--- src/rtl/commu_rx_parse_if.sv ---
// Byte-stream and status bundle between the commu link receiver and the packet parser.
// The parser sits on the slave side; the byte source and status consumer use master.
interface commu_rx_parse_if;
   logic [7:0]  rx_data;
   logic        rx_vld;
   logic [7:0]  pay_data;
   logic        pay_vld;
   logic        pkt_done;
   logic        pkt_ok;
   logic        pkt_err_crc;
   logic        pkt_err_tout;
   logic [7:0]  pkt_type;
   logic [15:0] pkt_seq;
   logic [15:0] cnt_ok;
   logic [15:0] cnt_err;

   modport slave (
      input  rx_data, rx_vld,
      output pay_data, pay_vld, pkt_done, pkt_ok, pkt_err_crc, pkt_err_tout,
             pkt_type, pkt_seq, cnt_ok, cnt_err
   );

   modport master (
      output rx_data, rx_vld,
      input  pay_data, pay_vld, pkt_done, pkt_ok, pkt_err_crc, pkt_err_tout,
             pkt_type, pkt_seq, cnt_ok, cnt_err
   );
endinterface

--- src/rtl/commu_rx_parse.sv ---
// Receive-side commu packet parser: sync hunt, header decode, payload forwarding,
// XOR check byte, inter-byte gap timeout and saturating good/bad packet counters.
module commu_rx_parse #(
   parameter int          SIM_LEN = 0,
   parameter logic [15:0] TOUT    = 16'd1000
) (
   input  logic             clk_sys,
   input  logic             rst,
   input  logic [7:0]       cfg_sample,
   commu_rx_parse_if.slave  bus
);
   typedef enum logic [2:0] {S_IDLE, S_SYNC1, S_HEAD, S_LOAD, S_CHK} state_t;

   state_t      state_q, state_d;
   logic [15:0] len_load_q, len_load_d, len_cur_q, len_cur_d;
   logic [15:0] cnt_q, cnt_d, gap_q, gap_d;
   logic [7:0]  xor_q, xor_d;
   logic [7:0]  sh_type_q, sh_type_d;
   logic [15:0] sh_seq_q, sh_seq_d;
   logic [7:0]  pay_data_q, pay_data_d;
   logic        pay_vld_q, pay_vld_d;
   logic        done_q, done_d, ok_q, ok_d, crc_q, crc_d, tout_q, tout_d;
   logic [7:0]  type_q, type_d;
   logic [15:0] seq_q, seq_d, cnt_ok_q, cnt_ok_d, cnt_err_q, cnt_err_d;
   logic [15:0] len_lu, gap_inc;
   logic        in_pkt;

   // Payload length table shared with the transmit builder; unknown codes act as 20.
   always_comb begin
      case (cfg_sample)
         8'd10:   len_lu = (SIM_LEN != 0) ? 16'd90 : 16'd9000;
         8'd5:    len_lu = (SIM_LEN != 0) ? 16'd45 : 16'd4500;
         8'd2:    len_lu = (SIM_LEN != 0) ? 16'd18 : 16'd1800;
         8'd1:    len_lu = (SIM_LEN != 0) ? 16'd9  : 16'd900;
         default: len_lu = (SIM_LEN != 0) ? 16'd180 : 16'd18000;
      endcase
   end

   assign in_pkt  = (state_q == S_HEAD) || (state_q == S_LOAD) || (state_q == S_CHK);
   assign gap_inc = gap_q + 16'd1;

   always_comb begin
      state_d    = state_q;
      len_load_d = len_lu;
      len_cur_d  = len_cur_q;
      cnt_d      = cnt_q;
      gap_d      = gap_q;
      xor_d      = xor_q;
      sh_type_d  = sh_type_q;
      sh_seq_d   = sh_seq_q;
      pay_data_d = pay_data_q;
      pay_vld_d  = 1'b0;
      done_d     = 1'b0;
      ok_d       = 1'b0;
      crc_d      = 1'b0;
      tout_d     = 1'b0;
      type_d     = type_q;
      seq_d      = seq_q;
      cnt_ok_d   = cnt_ok_q;
      cnt_err_d  = cnt_err_q;

      // A byte arriving on the expiry cycle wins over the timeout.
      if (in_pkt && !bus.rx_vld) begin
         if (gap_inc == TOUT) begin
            done_d    = 1'b1;
            tout_d    = 1'b1;
            cnt_err_d = (cnt_err_q == 16'hFFFF) ? cnt_err_q : cnt_err_q + 16'd1;
            gap_d     = 16'd0;
            state_d   = S_IDLE;
         end else begin
            gap_d = gap_inc;
         end
      end

      if (bus.rx_vld) begin
         gap_d = 16'd0;
         case (state_q)
            S_IDLE: begin
               if (bus.rx_data == 8'hEB) begin
                  state_d   = S_SYNC1;
                  xor_d     = 8'hEB;
                  len_cur_d = len_load_q;
               end
            end
            S_SYNC1: begin
               if (bus.rx_data == 8'h90) begin
                  state_d = S_HEAD;
                  cnt_d   = 16'd2;
                  xor_d   = xor_q ^ bus.rx_data;
               end else if (bus.rx_data == 8'hEB) begin
                  xor_d     = 8'hEB;
                  len_cur_d = len_load_q;
               end else begin
                  state_d = S_IDLE;
               end
            end
            S_HEAD: begin
               xor_d = xor_q ^ bus.rx_data;
               if (cnt_q == 16'd2) sh_type_d = bus.rx_data;
               if (cnt_q == 16'd3) sh_seq_d[15:8] = bus.rx_data;
               if (cnt_q == 16'd4) sh_seq_d[7:0] = bus.rx_data;
               if (cnt_q == 16'd11) begin
                  state_d = S_LOAD;
                  cnt_d   = 16'd0;
               end else begin
                  cnt_d = cnt_q + 16'd1;
               end
            end
            S_LOAD: begin
               xor_d      = xor_q ^ bus.rx_data;
               pay_data_d = bus.rx_data;
               pay_vld_d  = 1'b1;
               cnt_d      = cnt_q + 16'd1;
               if (cnt_q == len_cur_q - 16'd1) state_d = S_CHK;
            end
            S_CHK: begin
               done_d  = 1'b1;
               state_d = S_IDLE;
               if (bus.rx_data == xor_q) begin
                  ok_d     = 1'b1;
                  type_d   = sh_type_q;
                  seq_d    = sh_seq_q;
                  cnt_ok_d = (cnt_ok_q == 16'hFFFF) ? cnt_ok_q : cnt_ok_q + 16'd1;
               end else begin
                  crc_d     = 1'b1;
                  cnt_err_d = (cnt_err_q == 16'hFFFF) ? cnt_err_q : cnt_err_q + 16'd1;
               end
            end
            default: state_d = S_IDLE;
         endcase
      end
   end

   always_ff @(posedge clk_sys or posedge rst) begin
      if (rst) begin
         state_q    <= S_IDLE;
         len_load_q <= 16'd0;
         len_cur_q  <= 16'd0;
         cnt_q      <= 16'd0;
         gap_q      <= 16'd0;
         xor_q      <= 8'd0;
         sh_type_q  <= 8'd0;
         sh_seq_q   <= 16'd0;
         pay_data_q <= 8'd0;
         pay_vld_q  <= 1'b0;
         done_q     <= 1'b0;
         ok_q       <= 1'b0;
         crc_q      <= 1'b0;
         tout_q     <= 1'b0;
         type_q     <= 8'd0;
         seq_q      <= 16'd0;
         cnt_ok_q   <= 16'd0;
         cnt_err_q  <= 16'd0;
      end else begin
         state_q    <= state_d;
         len_load_q <= len_load_d;
         len_cur_q  <= len_cur_d;
         cnt_q      <= cnt_d;
         gap_q      <= gap_d;
         xor_q      <= xor_d;
         sh_type_q  <= sh_type_d;
         sh_seq_q   <= sh_seq_d;
         pay_data_q <= pay_data_d;
         pay_vld_q  <= pay_vld_d;
         done_q     <= done_d;
         ok_q       <= ok_d;
         crc_q      <= crc_d;
         tout_q     <= tout_d;
         type_q     <= type_d;
         seq_q      <= seq_d;
         cnt_ok_q   <= cnt_ok_d;
         cnt_err_q  <= cnt_err_d;
      end
   end

   assign bus.pay_data     = pay_data_q;
   assign bus.pay_vld      = pay_vld_q;
   assign bus.pkt_done     = done_q;
   assign bus.pkt_ok       = ok_q;
   assign bus.pkt_err_crc  = crc_q;
   assign bus.pkt_err_tout = tout_q;
   assign bus.pkt_type     = type_q;
   assign bus.pkt_seq      = seq_q;
   assign bus.cnt_ok       = cnt_ok_q;
   assign bus.cnt_err      = cnt_err_q;
endmodule

--- src/flat_wrapper.sv ---
// flat-port wrapper written by rule: the top's interface ports become plain ports
module commu_rx_parse_flat 
#(
   parameter int          SIM_LEN = 0,
   parameter logic [15:0] TOUT    = 16'd1000
)
  (clk_sys, rst, cfg_sample, bus_rx_data, bus_rx_vld, bus_pay_data, bus_pay_vld, bus_pkt_done, bus_pkt_ok, bus_pkt_err_crc, bus_pkt_err_tout, bus_pkt_type, bus_pkt_seq, bus_cnt_ok, bus_cnt_err);
  commu_rx_parse_if bus_i ();
  input  logic clk_sys;
  input  logic rst;
  input  logic [7:0] cfg_sample;
  input wire logic [$bits(bus_i.rx_data)-1:0] bus_rx_data;
  input wire logic [$bits(bus_i.rx_vld)-1:0] bus_rx_vld;
  output wire logic [$bits(bus_i.pay_data)-1:0] bus_pay_data;
  output wire logic [$bits(bus_i.pay_vld)-1:0] bus_pay_vld;
  output wire logic [$bits(bus_i.pkt_done)-1:0] bus_pkt_done;
  output wire logic [$bits(bus_i.pkt_ok)-1:0] bus_pkt_ok;
  output wire logic [$bits(bus_i.pkt_err_crc)-1:0] bus_pkt_err_crc;
  output wire logic [$bits(bus_i.pkt_err_tout)-1:0] bus_pkt_err_tout;
  output wire logic [$bits(bus_i.pkt_type)-1:0] bus_pkt_type;
  output wire logic [$bits(bus_i.pkt_seq)-1:0] bus_pkt_seq;
  output wire logic [$bits(bus_i.cnt_ok)-1:0] bus_cnt_ok;
  output wire logic [$bits(bus_i.cnt_err)-1:0] bus_cnt_err;
  assign bus_i.rx_data = bus_rx_data;
  assign bus_i.rx_vld = bus_rx_vld;
  assign bus_pay_data = bus_i.pay_data;
  assign bus_pay_vld = bus_i.pay_vld;
  assign bus_pkt_done = bus_i.pkt_done;
  assign bus_pkt_ok = bus_i.pkt_ok;
  assign bus_pkt_err_crc = bus_i.pkt_err_crc;
  assign bus_pkt_err_tout = bus_i.pkt_err_tout;
  assign bus_pkt_type = bus_i.pkt_type;
  assign bus_pkt_seq = bus_i.pkt_seq;
  assign bus_cnt_ok = bus_i.cnt_ok;
  assign bus_cnt_err = bus_i.cnt_err;
  commu_rx_parse #(.SIM_LEN(SIM_LEN), .TOUT(TOUT)) u_core (.clk_sys(clk_sys), .rst(rst), .cfg_sample(cfg_sample), .bus(bus_i));
endmodule
--- config.mk ---
export PLATFORM = sky130hd
export DESIGN_NAME = commu_rx_parse_flat
export DESIGN_NICKNAME = d
export VERILOG_FILES = /design/src/rtl/commu_rx_parse_if.sv /design/src/rtl/commu_rx_parse.sv /design/src/flat_wrapper.sv
export SDC_FILE = /design/constraint.sdc
export NUM_CORES = 1
export LEC_CHECK = 0
export CAP_MARGIN = 15
export CORE_MARGIN = 2
export CORE_UTILIZATION = 55
export CTS_CLUSTER_DIAMETER = 60
export DETAILED_ROUTE_END_ITERATION = 8
export GPL_ROUTABILITY_DRIVEN = 0
export PLACE_DENSITY_LB_ADDON = 0.25
export SLEW_MARGIN = 20
export SYNTH_ARGS = -nofsm -noshare
export SYNTH_HDL_FRONTEND = slang
export SYNTH_SLANG_ARGS = --single-unit
--- constraint.sdc ---
create_clock -name clk_sys -period 13.5 [get_ports clk_sys]
set_clock_uncertainty 0.2 [all_clocks]
set_input_delay 2.7 -clock clk_sys [delete_from_list [all_inputs] [get_ports clk_sys]]
set_output_delay 2.7 -clock clk_sys [all_outputs]
set_load 0.02 [all_outputs]
==> flow_summary.toml, run 1 <==
[run_status]
status = "completed"

[clocking]
root_buffer = "clkbuf_16"
postCtsSetupRepairBufs = 0
cts_hold_buf = 0
htree_levels = 4
cts_tree = "built"
ctsResizeCount = 0
path_clk_slew_ps = 60
clkLatencyLatePin_ps = 430
clock_path_buffers = 2
clkSinkCount = 154
cts_made_buffers = 17

[timing]
fmax_mhz = 177
setup_viol_count_final = 0
slew_headroom_pct = 32.3
hold_viol_final = 0
finalMaxSlewViolations = 0
rsz0062_at_grt = "no"
fin_crit_ps = 5650
tns_ps = 0
period_share_pct = 41.9
worstMarginPinSlew_ps = 1010

[min_path]
min_path_type = "reg -> reg"
hold_end = "u_core.len_cur_q[6]"
whs_path_depth = 2
min_from = "u_core.len_load_q[6]"

[power]
seqPwrFrac_pct = 48.2
p_total_w = 0.000990
p_per_area_nw_per_um2 = 109
irDropWorstVdd_v = 0.0000855
p_sw_w = 0.000240
internal-power_w = 0.000750
share_comb_of_total_power_pct = 4.8
clkPwrFrac_pct = 46.9
p_leak_nw = 4.21
p_sw_share_pct = 24.2

[placed_design]
port_buffers = 87
dp_hpwl_mm = 11.3

[worst_setup_path]
end_kind = "flop"
r2r_cells = 7
crit_type = "in -> reg"
rr_endpoint = "u_core.bus.cnt_err[8]"
crit_path_start_kind = "input pin"
crit_required_ps = 13610
cp_max_fo = 23
cp_data_arrival_time_ps = 5760
rr_startpoint = "u_core.gap_q[6]"
reg2reg_slack_ps = 10230

[route]
num_vias = 5885
wl_per_cell_microns = 16.0
antenna_left = 0
dr.pass1.iters = 5
finalWirelength_mm = 16.5
drc = 0
viasPerCell = 5.68
drt_iter0_markers = 437

[floorplan]
coreArea_sq_um = 13300
dieArea_sq_um = 14700
num_rows = 42
dieWidth_microns = 121
die_y_microns = 121
initial_utilization_pct = 56.6
ios = 88

[logic_synthesis]
syn_avg_cell_area_sq_um = 9.71
synth_edf_count = 0
syn-num-nets = 804
synthSimpleGateAreaFrac_pct = 24.0
synth_area_sq_um = 7550
synthMuxAreaShare_pct = 5.78
synth_top_family_by_area = "simple AND/OR/NAND/NOR gates"
synth_xor_xnor_area_share_pct = 6.73
synth.distinct_cells = 62
synth_cells = 778
synth-seq-cells = 154
synthAdderAreaFrac_pct = 1.16
async_flop_share_pct = 100
yosysSeqAreaShare_pct = 51.0
synth_compound_area_share_pct = 8.18
synth_top_flop_cell = "dfrtp_1"
yosys_warnings = 0

[layout]
final_cell_mix = "dfrtp_1, nand2_1, clkdlybuf4s50_1, nor2_1, nand3_1"
syn_to_final_growth_pct = 20.3
fin_nets = 874
final_common_cell = "dfrtp_1"
antennaDiodeCount = 0
utilization_pct = 68.1
drive_gt1_share_pct = 10.3

[global_routing]
grt_use_total_pct = 23.8
grt_overflow_total = 0
grt_max_degree = 87
grt_pass1_vias = 5782
antenna_found_initial = 0
grt_pass1_wl_mm = 27.7

[job]
drv_cap = 0
-- sequential cells by signal, indices dropped and copies added, names as in the netlist, 9 cells and up --
register and cells:
u_core.bus.cnt_err 16, u_core.bus.cnt_ok 16, u_core.bus.pkt_seq 16, u_core.cnt_q 16
u_core.gap_q 16, u_core.len_cur_q 9, u_core.len_load_q 9, u_core.sh_seq_q 16
-- metrics by stage --
stage	cell area [sq um]	instances	hold slack (ps)	setup WS, ps
after floorplan	7550	778	214	6450
after detailed placement	8510	1005	227	7420
final	9090	1037	241	7850
after CTS	9080	1037	245	7880
after global routing	9090	1037	256	7610
after global placement	8510	1005	223	7510
-- metal layers --
metal	vias to the layer above	track usage, %	routed length (microns)
li1	2814	-	-
met4	0	8.33	249
met5	-	0	0
met3	23	4.28	665
met2	151	39.6	8280
met1	2897	31.6	7350
-- how the worst max path moves through the flow --
stage,from,end,slack [ps],cells after the start
finish,bus_rx_vld,u_core.cnt_q[15],7850,7
global placement,bus_rx_vld,u_core.cnt_q[15],7510,7
global route,bus_rx_vld,u_core.cnt_q[15],7610,7
floorplan,rst,u_core.bus.cnt_err[0],6450,1
CTS,bus_rx_vld,u_core.cnt_q[15],7880,7
detailed placement,bus_rx_vld,u_core.cnt_q[15],7420,7
-- worst max-delay path, stage by stage --
cell and delay (ps):
clkdlybuf4s50_1 1010, nor2b_1 880, nand4_1 340, or2_2 380
nor4_1 220, xnor2_1 160, nor2_1 50
-- layout make-up --
type	count	area (sq um)
clock buffers	18	439
clock inverters	14	136
fillers	1020	4260
inverters	19	76.3
multi-input cells	566	3470
flip-flops and latches	154	3850
well taps	176	220
repair buffers	90	897
-- synth_stat cells, drive strengths merged, types with 3 or more instances --
| library cell | number | area (sq um) |
|---|---|---|
| a21o | 4 | 31.3 |
| a21oi | 22 | 114 |
| a22oi | 5 | 37.5 |
| a31oi | 4 | 25.0 |
| and2 | 12 | 76.3 |
| and3 | 20 | 128 |
| and3b | 3 | 26.3 |
| and4 | 4 | 35.0 |
| buf | 8 | 45.0 |
| clkbuf | 31 | 116 |
| dfrtp | 154 | 3850 |
| ha | 7 | 87.6 |
| inv | 19 | 71.3 |
| mux2 | 37 | 417 |
| nand2 | 136 | 515 |
| nand2b | 7 | 43.8 |
| nand3 | 48 | 240 |
| nand3b | 8 | 60.1 |
| nand4 | 13 | 87.6 |
| nor2 | 53 | 199 |
| nor2b | 14 | 87.6 |
| nor3 | 14 | 70.1 |
| nor3b | 4 | 30.0 |
| nor4 | 4 | 25.0 |
| o2111ai | 3 | 26.3 |
| o21ai | 31 | 155 |
| o22ai | 3 | 18.8 |
| o31ai | 4 | 43.8 |
| or2 | 8 | 50.1 |
| or3 | 8 | 50.1 |
| or4 | 6 | 46.3 |
| xnor2 | 40 | 350 |
| xor2 | 18 | 158 |
-- kinds of logic (layout without fill, tap and decap cells) --
family	Yosys count	after routing
and+or+nand+nor	367	367
DFF	154	154
AOI/OAI and AO/OA	95	95
xor gates and xnor gates	58	58
buffers and inverters	58	141
muxes	39	39
adders and majority gates	7	7
-- power groups by stage --
| stage | Clock [W] | Combinational, W | Sequential [W] |
|---|---|---|---|
| final | 0.000465 | 0.0000480 | 0.000478 |
| after global routing | 0.000490 | 0.0000543 | 0.000479 |
| after CTS | 0.000469 | 0.0000485 | 0.000477 |
| after detailed placement | 0 | 0.0000481 | 0.000486 |
| after global placement | 0 | 0.0000459 | 0.000485 |
| after floorplan | 0 | 0.0000367 | 0.000481 |
Note: power is estimated with default switching activity, not from simulation.
==> run 2, diff against run 1 <==
==> constraint.sdc (replaced) <==
create_clock -name clk_sys -period 5.6 [get_ports clk_sys]
set_clock_uncertainty 0.2 [all_clocks]
set_input_delay 1.12 -clock clk_sys [delete_from_list [all_inputs] [get_ports clk_sys]]
set_output_delay 1.12 -clock clk_sys [all_outputs]
set_load 0.02 [all_outputs]
==> flow_summary.toml, run 2 (synthesized netlist as in run 1, its figures left out) <==
[layout]
stdcell_area_sq_um = 9080
fin_nets = 875
final_cell_mix = "dfrtp_1, nand2_1, clkdlybuf4s50_1, nor2_1, nand3_1"
drive_gt1_share_pct = 10.3
final_common_cell = "dfrtp_1"
antennaDiodeCount = 0
utilization_pct = 68.0
syn_to_final_growth_pct = 20.2

[global_routing]
grt_pass1_vias = 5682
grt_overflow_total = 0
use_met1_pct = 32.2
grt_max_degree = 64
met2_usage_pct = 39.2
antenna_found_initial = 0
grtUsageMet3_pct = 3.90
grt_use_total_pct = 23.9
grt_pass1_wl_mm = 27.8
busiest_layer = "met2"

[placed_design]
placed_cell_area_sq_um = 8520
port_buffers = 87
dp_hpwl_mm = 11.1

[power]
seqPwrFrac_pct = 49.1
share_comb_of_total_power_pct = 4.8
clkPwrFrac_pct = 46.1
irDropWorstVdd_v = 0.000158
p_sw_share_pct = 24.2
internal-power_w = 0.00178
p_leak_nw = 4.20
p_sw_w = 0.000567
p_per_area_nw_per_um2 = 258

[clocking]
clock_path_buffers = 2
cts_made_buffers = 17
cts_hold_buf = 0
path_clk_slew_ps = 60
root_buffer = "clkbuf_16"
postCtsSetupRepairBufs = 0
ctsResizeCount = 0
cts_tree = "built"
htree_levels = 4
clkSinkCount = 154
clkLatencyLatePin_ps = 420

[worst_setup_path]
crit_type = "in -> reg"
cp_max_fo = 27
cp_data_arrival_time_ps = 4120
end_kind = "flop"
cpPeakStageDelay_ps = 780
crit_path_top_delay_cell = "or3_1"
crit_required_ps = 5710
crit_path_start_kind = "input pin"
path_cells = "clkdlybuf4s50_1, and2_1, o2111ai_1, or3_1, a21oi_2, nor2b_1, nand3_1, xnor2_1"
reg2reg_slack_ps = 2210

[route]
num_vias = 5861
finalWirelength_mm = 16.3
drc = 0
antenna_left = 0
wl_per_cell_microns = 15.7
viasPerCell = 5.65
drt_iter0_markers = 448
dr.pass1.iters = 5

[floorplan]
ios = 88
dieArea_sq_um = 14700
die_y_microns = 121
initial_utilization_pct = 56.6
dieWidth_microns = 121
num_rows = 42
coreArea_sq_um = 13300

[timing]
finalMaxSlewViolations = 0
setup_viol_count_final = 0
period_share_pct = 71.7
fmax_mhz = 249
rsz0062_at_grt = "no"
hold_viol_final = 0
slew_headroom_pct = 32.9
fin_crit_ps = 4020
tns_ps = 0
worstMarginPinSlew_ps = 1010

[job]
drv_cap = 0

[run_status]
status = "completed"

[min_path]
min_path_type = "reg -> reg"
## run 2: changes by cell type in the layout (fill, tap and decap cells not counted)
cell,before,now
clkinv_2,3,0
buf_4,2,4
clkinv_4,3,5
buf_6,1,0
bufinv_16,1,0
clkbuf_1,0,1
clkbuf_8,1,2
clkinvlp_4,1,2
inv_6,5,4
## run 2: worst paths after layout
path / startpoint / end / cells after the start
max: bus_rx_data[1] / u_core.bus.cnt_ok[8] / 8
min: u_core.len_load_q[6] / u_core.len_cur_q[6] / 2
min reg2reg: u_core.len_load_q[6] / u_core.len_cur_q[6] / 2
max reg2reg: u_core.gap_q[6] / u_core.bus.cnt_err[8] / 7
min in group asynchronous: rst / u_core.bus.cnt_ok[12] / 2
max in group asynchronous: rst / u_core.sh_type_q[0] / 3
## run 2: worst max-delay path, delay by kind of cell
kind / cells / cell delay (ps)
AOI/OAI and AO/OA: 2 / 640
buffers and inverters: 1 / 680
xor gates and xnor gates: 1 / 140
and+or+nand+nor: 4 / 1520
## run 2: layout make-up
type / instances / area (sq um)
Fill cell: 1036 / 4270
Clock inverter: 12 / 108
Clock buffer: 20 / 457
Multi-Input combinational cell: 566 / 3470
Inverter: 19 / 76.3
Sequential cell: 154 / 3850
Timing Repair Buffer: 91 / 901
Tap cell: 176 / 220
## run 2: layer usage
metal  part of all wire [%]  vias up
met5                      0        -
met4                    1.6        0
met3                    3.6       24
met2                     50      136
met1                     45     2888
li1                       -     2813
## run 2: power groups by stage
stage / combinational [W] / clock, W / sequential (W)
after floorplan: 0.0000884 / 0 / 0.00116
after CTS: 0.000115 / 0.00110 / 0.00115
after detailed placement: 0.000114 / 0 / 0.00117
after global placement: 0.000110 / 0 / 0.00117
after global routing: 0.000130 / 0.00115 / 0.00115
final: 0.000113 / 0.00108 / 0.00115
## run 2: metrics by stage
stage | worst slack [ps] | hold WS, ps | std cells | power (W)
4_1_cts | 1570 | 240 | 1038 | 0.00236
2_1_floorplan | 130 | 214 | 778 | 0.00125
3_5_place_dp | 1160 | 222 | 1006 | 0.00129
3_3_place_gp | 1340 | 221 | 1006 | 0.00128
6_report | 1580 | 241 | 1038 | 0.00235
5_1_grt | 1350 | 264 | 1038 | 0.00244
